File: src/rtl/mem_pkg.sv
// Shared definitions for the vector-store datapath (serializer, store sequencer, loader).
// Holds the default geometry, the store FSM encoding and the word/address types.
package mem_pkg;

  localparam int DATA_W = 16;
  localparam int LANES  = 16;
  localparam int ADDR_W = 16;

  typedef enum logic [1:0] {
    ST_IDLE  = 2'd0,
    ST_STORE = 2'd1,
    ST_DONE  = 2'd2
  } store_state_t;

  typedef logic [DATA_W-1:0] word_t;
  typedef logic [ADDR_W-1:0] addr_t;

endpackage

File: src/rtl/mem_addr_gen.sv
// Lane address generator: load computes the top-lane address, each step walks one stride down.
// Kept free of FSM knowledge so a vector-load gatherer can reuse it.
module mem_addr_gen #(
  parameter int ADDR_W = mem_pkg::ADDR_W,
  parameter int LANES  = mem_pkg::LANES
) (
  input  logic              clk,
  input  logic              rst,
  input  logic              load,
  input  logic              step,
  input  logic [ADDR_W-1:0] base,
  input  logic [ADDR_W-1:0] stride,
  output logic [ADDR_W-1:0] cur_addr
);

  logic [ADDR_W-1:0] cur_addr_q, cur_addr_d;
  logic [ADDR_W-1:0] stride_q, stride_d;

  // Lanes are delivered highest first, so start at base + (LANES-1)*stride and walk down.
  // Both the precompute and the decrement wrap modulo 2^ADDR_W.
  always_comb begin
    cur_addr_d = cur_addr_q;
    stride_d   = stride_q;
    if (load) begin
      cur_addr_d = base + ADDR_W'(LANES - 1) * stride;
      stride_d   = stride;
    end else if (step) begin
      cur_addr_d = cur_addr_q - stride_q;
    end
  end

  always_ff @(posedge clk) begin
    if (rst) begin
      cur_addr_q <= '0;
      stride_q   <= '0;
    end else begin
      cur_addr_q <= cur_addr_d;
      stride_q   <= stride_d;
    end
  end

  assign cur_addr = cur_addr_q;

endmodule

File: src/rtl/mem_store_sequencer.sv
// Vector-store sequencer: takes the serialized lane stream and drives the data-RAM write port.
// Lane i of a vector lands at base_addr + i*stride; done pulses after the last write.
module mem_store_sequencer #(
  parameter int DATA_W = mem_pkg::DATA_W,
  parameter int LANES  = mem_pkg::LANES,
  parameter int ADDR_W = mem_pkg::ADDR_W
) (
  input  logic              clk,
  input  logic              rst,
  input  logic              start,
  input  logic [ADDR_W-1:0] base_addr,
  input  logic [ADDR_W-1:0] stride,
  input  logic              word_valid,
  input  logic [DATA_W-1:0] word_in,
  output logic              word_ready,
  output logic              mem_we,
  output logic [ADDR_W-1:0] mem_addr,
  output logic [DATA_W-1:0] mem_wdata,
  output logic              busy,
  output logic              done,
  output logic              stray_err,
  output logic [1:0]        dbg_state
);
  import mem_pkg::*;

  // Handshake: a beat is word_valid & word_ready on a rising clk edge. word_ready is a
  // pure function of state (high only in STORE) and never depends on word_valid.

  localparam int CNT_W = $clog2(LANES) + 1;
  localparam logic [CNT_W-1:0] LAST_BEAT = CNT_W'(LANES - 1);

  store_state_t      state_q, state_d;
  logic [CNT_W-1:0]  beat_cnt_q, beat_cnt_d;
  logic              mem_we_q, mem_we_d;
  logic [ADDR_W-1:0] mem_addr_q, mem_addr_d;
  logic [DATA_W-1:0] mem_wdata_q, mem_wdata_d;
  logic              done_q, done_d;
  logic              stray_err_q, stray_err_d;

  logic              ag_load;
  logic              ag_step;
  logic [ADDR_W-1:0] cur_addr;
  logic              beat;

  mem_addr_gen #(
    .ADDR_W (ADDR_W),
    .LANES  (LANES)
  ) u_addr_gen (
    .clk      (clk),
    .rst      (rst),
    .load     (ag_load),
    .step     (ag_step),
    .base     (base_addr),
    .stride   (stride),
    .cur_addr (cur_addr)
  );

  assign beat = (state_q == ST_STORE) && word_valid;

  always_comb begin
    state_d     = state_q;
    beat_cnt_d  = beat_cnt_q;
    mem_we_d    = 1'b0;
    mem_addr_d  = mem_addr_q;
    mem_wdata_d = mem_wdata_q;
    done_d      = 1'b0;
    ag_load     = 1'b0;
    ag_step     = 1'b0;
    // Any word offered outside STORE is dropped and flagged, including alongside start.
    stray_err_d = word_valid && (state_q != ST_STORE);

    case (state_q)
      ST_IDLE: begin
        if (start) begin
          ag_load    = 1'b1;
          beat_cnt_d = '0;
          state_d    = ST_STORE;
        end
      end
      ST_STORE: begin
        if (beat) begin
          mem_we_d    = 1'b1;
          mem_addr_d  = cur_addr;
          mem_wdata_d = word_in;
          ag_step     = 1'b1;
          if (beat_cnt_q == LAST_BEAT) begin
            beat_cnt_d = '0;
            state_d    = ST_DONE;
          end else begin
            beat_cnt_d = beat_cnt_q + 1'b1;
          end
        end
      end
      ST_DONE: begin
        done_d  = 1'b1;
        state_d = ST_IDLE;
      end
      default: begin
        state_d = ST_IDLE;
      end
    endcase
  end

  always_ff @(posedge clk) begin
    if (rst) begin
      state_q     <= ST_IDLE;
      beat_cnt_q  <= '0;
      mem_we_q    <= 1'b0;
      mem_addr_q  <= '0;
      mem_wdata_q <= '0;
      done_q      <= 1'b0;
      stray_err_q <= 1'b0;
    end else begin
      state_q     <= state_d;
      beat_cnt_q  <= beat_cnt_d;
      mem_we_q    <= mem_we_d;
      mem_addr_q  <= mem_addr_d;
      mem_wdata_q <= mem_wdata_d;
      done_q      <= done_d;
      stray_err_q <= stray_err_d;
    end
  end

  assign word_ready = (state_q == ST_STORE);
  assign busy       = (state_q != ST_IDLE);
  assign mem_we     = mem_we_q;
  assign mem_addr   = mem_addr_q;
  assign mem_wdata  = mem_wdata_q;
  assign done       = done_q;
  assign stray_err  = stray_err_q;
  assign dbg_state  = state_q;

endmodule
File: config.mk
export PLATFORM = sky130hd
export DESIGN_NAME = mem_store_sequencer
export DESIGN_NICKNAME = d
export VERILOG_FILES = /design/src/rtl/mem_pkg.sv /design/src/rtl/mem_addr_gen.sv /design/src/rtl/mem_store_sequencer.sv
export SDC_FILE = /design/constraint.sdc
export NUM_CORES = 1
export LEC_CHECK = 0
export ABC_AREA = 1
export CAP_MARGIN = 20
export CORE_UTILIZATION = 55
export CTS_CLUSTER_SIZE = 28
export DETAILED_ROUTE_END_ITERATION = 10
export GPL_TIMING_DRIVEN = 0
export PLACE_DENSITY = 0.82
export SLEW_MARGIN = 30
export SYNTH_ARGS = -nofsm -noshare
export SYNTH_HDL_FRONTEND = slang
export SYNTH_SLANG_ARGS = --single-unit
File: constraint.sdc
create_clock -name clk -period 7 [get_ports clk]
set_clock_uncertainty 0.05 [all_clocks]
set_input_delay 2.1 -clock clk [delete_from_list [all_inputs] [get_ports clk]]
set_output_delay 2.1 -clock clk [all_outputs]
set_load 0.01 [all_outputs]
==> reports/results.env <==
OUTCOME='finished clean'
VIAS_IN_THE_FIRST_GLOBAL_ROUTE=5520
YS_SEQ_AREA_FRAC=0.259
ANT_NETS=0
WORSTMARGINPINSLEW_NS=0.721
POST_SYNTH_INST_COUNT=813
TIMING.FINAL.HOLD_VIOLATIONS=0
WORST_SKEW_PAIR.LATE_LATENCY_NS=0.35
FINAL_MAX_SLEW_VIOL_COUNT=0
GR-TOTAL-OVERFLOW=0
HTREEDEPTH=3
DRT-WIRELENGTH-PER-CELL_UM=14.2
CTS_MAX_PATH_BUFFERS=2
YOSYS.AREA_SHARE.SIMPLE=0.241
DETAIL_ROUTE.VIAS_PER_CELL=5.22
CELL_TAKING_THE_MOST_AREA_AFTER_SYNTHESIS='dfxtp_1'
FIN_NETS=1039
ROWS=36
PEAKVDDDROP_mV=0.225
MAX_CAP_VIOL_COUNT=0
SYNTHMUXAREASHARE=0
REMAINING_DRC_ERRORS=0
POST_SYNTH_XOR_AREA_FRACTION=0.0107
COMPOUND_CELL_AREA_SHARE_OF_THE_YOSYS_NETLIST=0.136
POST_LAYOUT_MINIMUM_CYCLE_TIME_NS=5.94
FINALWEIGHTEDCONGESTION=0.920
FILL_CELLS=878
CORE-AREA_UM2=9910
FIRSTDRTPASSITERS=5
POST_CTS_RESIZED=0
SYNTH.AVG_CELL_AREA_UM2=7.03
PLACEDCELLCOUNT=1036
CP_DATA_ARRIVAL_TIME_NS=6.13
UTILIZATION=0.706
POWER.DENSITY_nW_PER_UM2=266
SYNTH.YOSYS.WARNINGS=0
INITIAL_CORE_UTIL=0.577
DIE-WIDTH_UM=104
WORSTSETUPSTARTPOINTTYPE='input pin'
CTS_MADE_BUFFERS=9
POWER.STATIC_LEAKAGE_nW=3.38
SYNTH_FA_HA_AREA_FRAC=0.211
DIE_H_UM=104
CRITPATHREQUIREDTIME_NS=7.18
LAYOUT-DRIVE-GT1-SHARE=0.0588
POST_SYNTH_INSTANCE_AREA_UM2=5710
POST_CTS_HOLD_BUFFER_COUNT=0
SYNTH_ENABLE_FLOP_CELLS=0
SYNTHARSTFLOPSHARE=0
SYNTH_TOP_CELLS_BY_AREA='dfxtp_1 26%, fa_1 14%, nand2_1 13%, inv_1 11%, ha_1 7.4%'
GRT_FIRST_PASS_WIRELENGTH_MM=25.6
GLOBAL_ROUTE.USAGE.TOTAL=0.294
CTS_ROOT_BUFFER='clkbuf_8'
DP_SLACK_NS=0.786
ANTENNADIODECOUNT=0
POST_CTS_SETUP_BUFFER_COUNT=0
TOTALNEGATIVESETUPSLACK_NS=0
FULL_DIE_AREA_UM2=10800
SYNTH_UNIQUE_CELLS=43
PATH_CLK_SLEW_NS=0.08
HOLD_PATH_CLASS='flop to flop'
ANTENNA_FOUND_INITIAL=0
YOSYSTOPAREACELLSHARE=0.259
ROUTE.FINAL.WIRE_LENGTH_MM=14.9
FINALNONFILLERCELLS=1051
POST-SYNTH-TOP-COUNT-CELL='nand2_1'
I_O_PIN_COUNT=91
SETUP.WORST_PATH.END_CLASS='flop'
DETAILEDPLACEMENTHPWL_MM=11.9
YS_SEQ_ELEMENTS=74
SYNTH_TOP_FAMILY_BY_AREA='simple AND/OR/NAND/NOR gates'
MAXIMUM_NUMBER_OF_PINS_ON_ONE_NET_BEFORE_GLOBAL_ROUTE_REPAIR=14
CLOCK_TREE_FROM_TRITONCTS='built'
ROUTE.VIAS.TOTAL=5481
DESIGN_POWER_TOTAL_mW=1.86
FLOW.AREA_GROWTH_FROM_SYNTHESIS_PCT=22.4
SYNTH-MAIN-FF-CELL='dfxtp_1'
SINKS_ON_CLOCK_NET=74
WORST_SLACK_NS=1.06
WORST_SLEW_MARGIN_REL=0.519
IO_BUFFER_COUNT=90
SYNTH.NET_COUNT=938
TIMING.CRITICAL_PATH.FANOUT_MAX=4
MAXIMUM_CLOCK_FREQUENCY_MHz=168
RSZ0062_AT_GRT='false'
PATH_CLASS='input pin to flop'
PERIOD_SHARE=0.849
SETUP-VIOLATIONS-FINAL=0
YOSYS-TOP-CELLS-COUNT='191 x nand2_1, 175 x inv_1, 83 x a21oi_1'
DETAIL_ROUTE.ITER0.VIOLATIONS=428
[worst max-delay path, cell delays in order]
cell             delay, ns
clkdlybuf4s50_1       0.56
inv_1                 0.17
fa_1                  0.57
inv_1                 0.06
fa_1                  0.49
inv_1                 0.05
fa_1                  0.50
inv_1                 0.04
ha_1                  0.36
a21oi_1               0.31
o21ai_0               0.25
nand3b_1              0.28
nand2_1               0.09
nand2_1               0.05
nor2_1                0.18
nor3_1                0.07
[where the power goes]
part / leakage [nW] / switching [mW] / total, mW / internal, mW
logic: 2.67 / 0.626 / 1.00 / 0.378
registers: 0.607 / 0.0266 / 0.483 / 0.457
clock network: 0.106 / 0.171 / 0.372 / 0.201
[layout make-up]
| cell class | instances | area (um2) | share of cell area |
|---|---|---|---|
| multi-input cells | 538 | 3420 | 0.489 |
| inverters | 180 | 678 | 0.0969 |
| plain buffers | 21 | 131 | 0.0188 |
| clock inverters | 6 | 90.1 | 0.0129 |
| repair buffers | 90 | 901 | 0.129 |
| clock buffers | 9 | 124 | 0.0177 |
| flip-flops and latches | 74 | 1480 | 0.212 |
| well taps | 133 | 166 | 0.0238 |
[final timing paths]
path	from	end	slack [ns]	cells after the start
max	stride[4]	u_addr_gen.cur_addr[10]$_SDFFE_PP0P_	1.06	16
max reg2reg	u_addr_gen.cur_addr[0]$_SDFFE_PP0P_	u_addr_gen.cur_addr[12]$_SDFFE_PP0P_	5.01	10
min reg2reg	beat_cnt_q[4]$_SDFFE_PP0P_	beat_cnt_q[4]$_SDFFE_PP0P_	0.40	2
min	beat_cnt_q[4]$_SDFFE_PP0P_	beat_cnt_q[4]$_SDFFE_PP0P_	0.40	2
[cells by family (layout without fill, tap and decap cells)]
family | count (synthesis) | count (layout)
compound gates | 144 | 144
flops | 74 | 74
buf+inv | 201 | 306
simple gates | 314 | 314
xor+xnor | 7 | 7
fa+ha+maj | 73 | 73
[per-stage QoR]
step	hold WS [ns]	instance area [um2]
after global placement	0.383	6780
final	0.401	7000
after detailed placement	0.394	6780
after floorplan	0.372	5710
after global routing	0.415	7000
after CTS	0.406	7000
[placed cells by master (no fill, tap or decap), types with 4 or more instances in the layout]
| cell type | instances |
|---|---|
| nand3_1 | 43 |
| clkbuf_1 | 8 |
| nand4_1 | 7 |
| dfxtp_1 | 74 |
| clkbuf_8 | 9 |
| nand3b_1 | 4 |
| a31oi_1 | 4 |
| nor2_2 | 4 |
| nand2_1 | 191 |
| inv_2 | 4 |
| clkdlybuf4s50_1 | 90 |
| a21oi_1 | 83 |
| nor3_1 | 6 |
| nor2_1 | 42 |
| buf_6 | 6 |
| fa_1 | 39 |
| o21ai_0 | 44 |
| nand2_2 | 5 |
| xor2_1 | 4 |
| ha_1 | 34 |
| inv_1 | 175 |
[state kept, by name, summed over array words and instances, names as in the netlist]
signal / flops
mem_wdata: 16
stray_err: 1
mem_addr: 16
dbg_state: 2
u_addr_gen.stride_q: 16
done: 1
beat_cnt_q: 5
mem_we: 1
u_addr_gen.cur_addr: 16
[metal layers]
metal,part of all wire,up-vias,routed length [um],GRT usage
li1,-,2734,-,-
met1,0.43,2497,6440,0.375
met2,0.48,217,7150,0.510
met3,0.063,33,943,0.0420
met4,0.023,0,336,0.0949
met5,0,-,0,0
No activity file was read; power rests on OpenSTA's default activity.
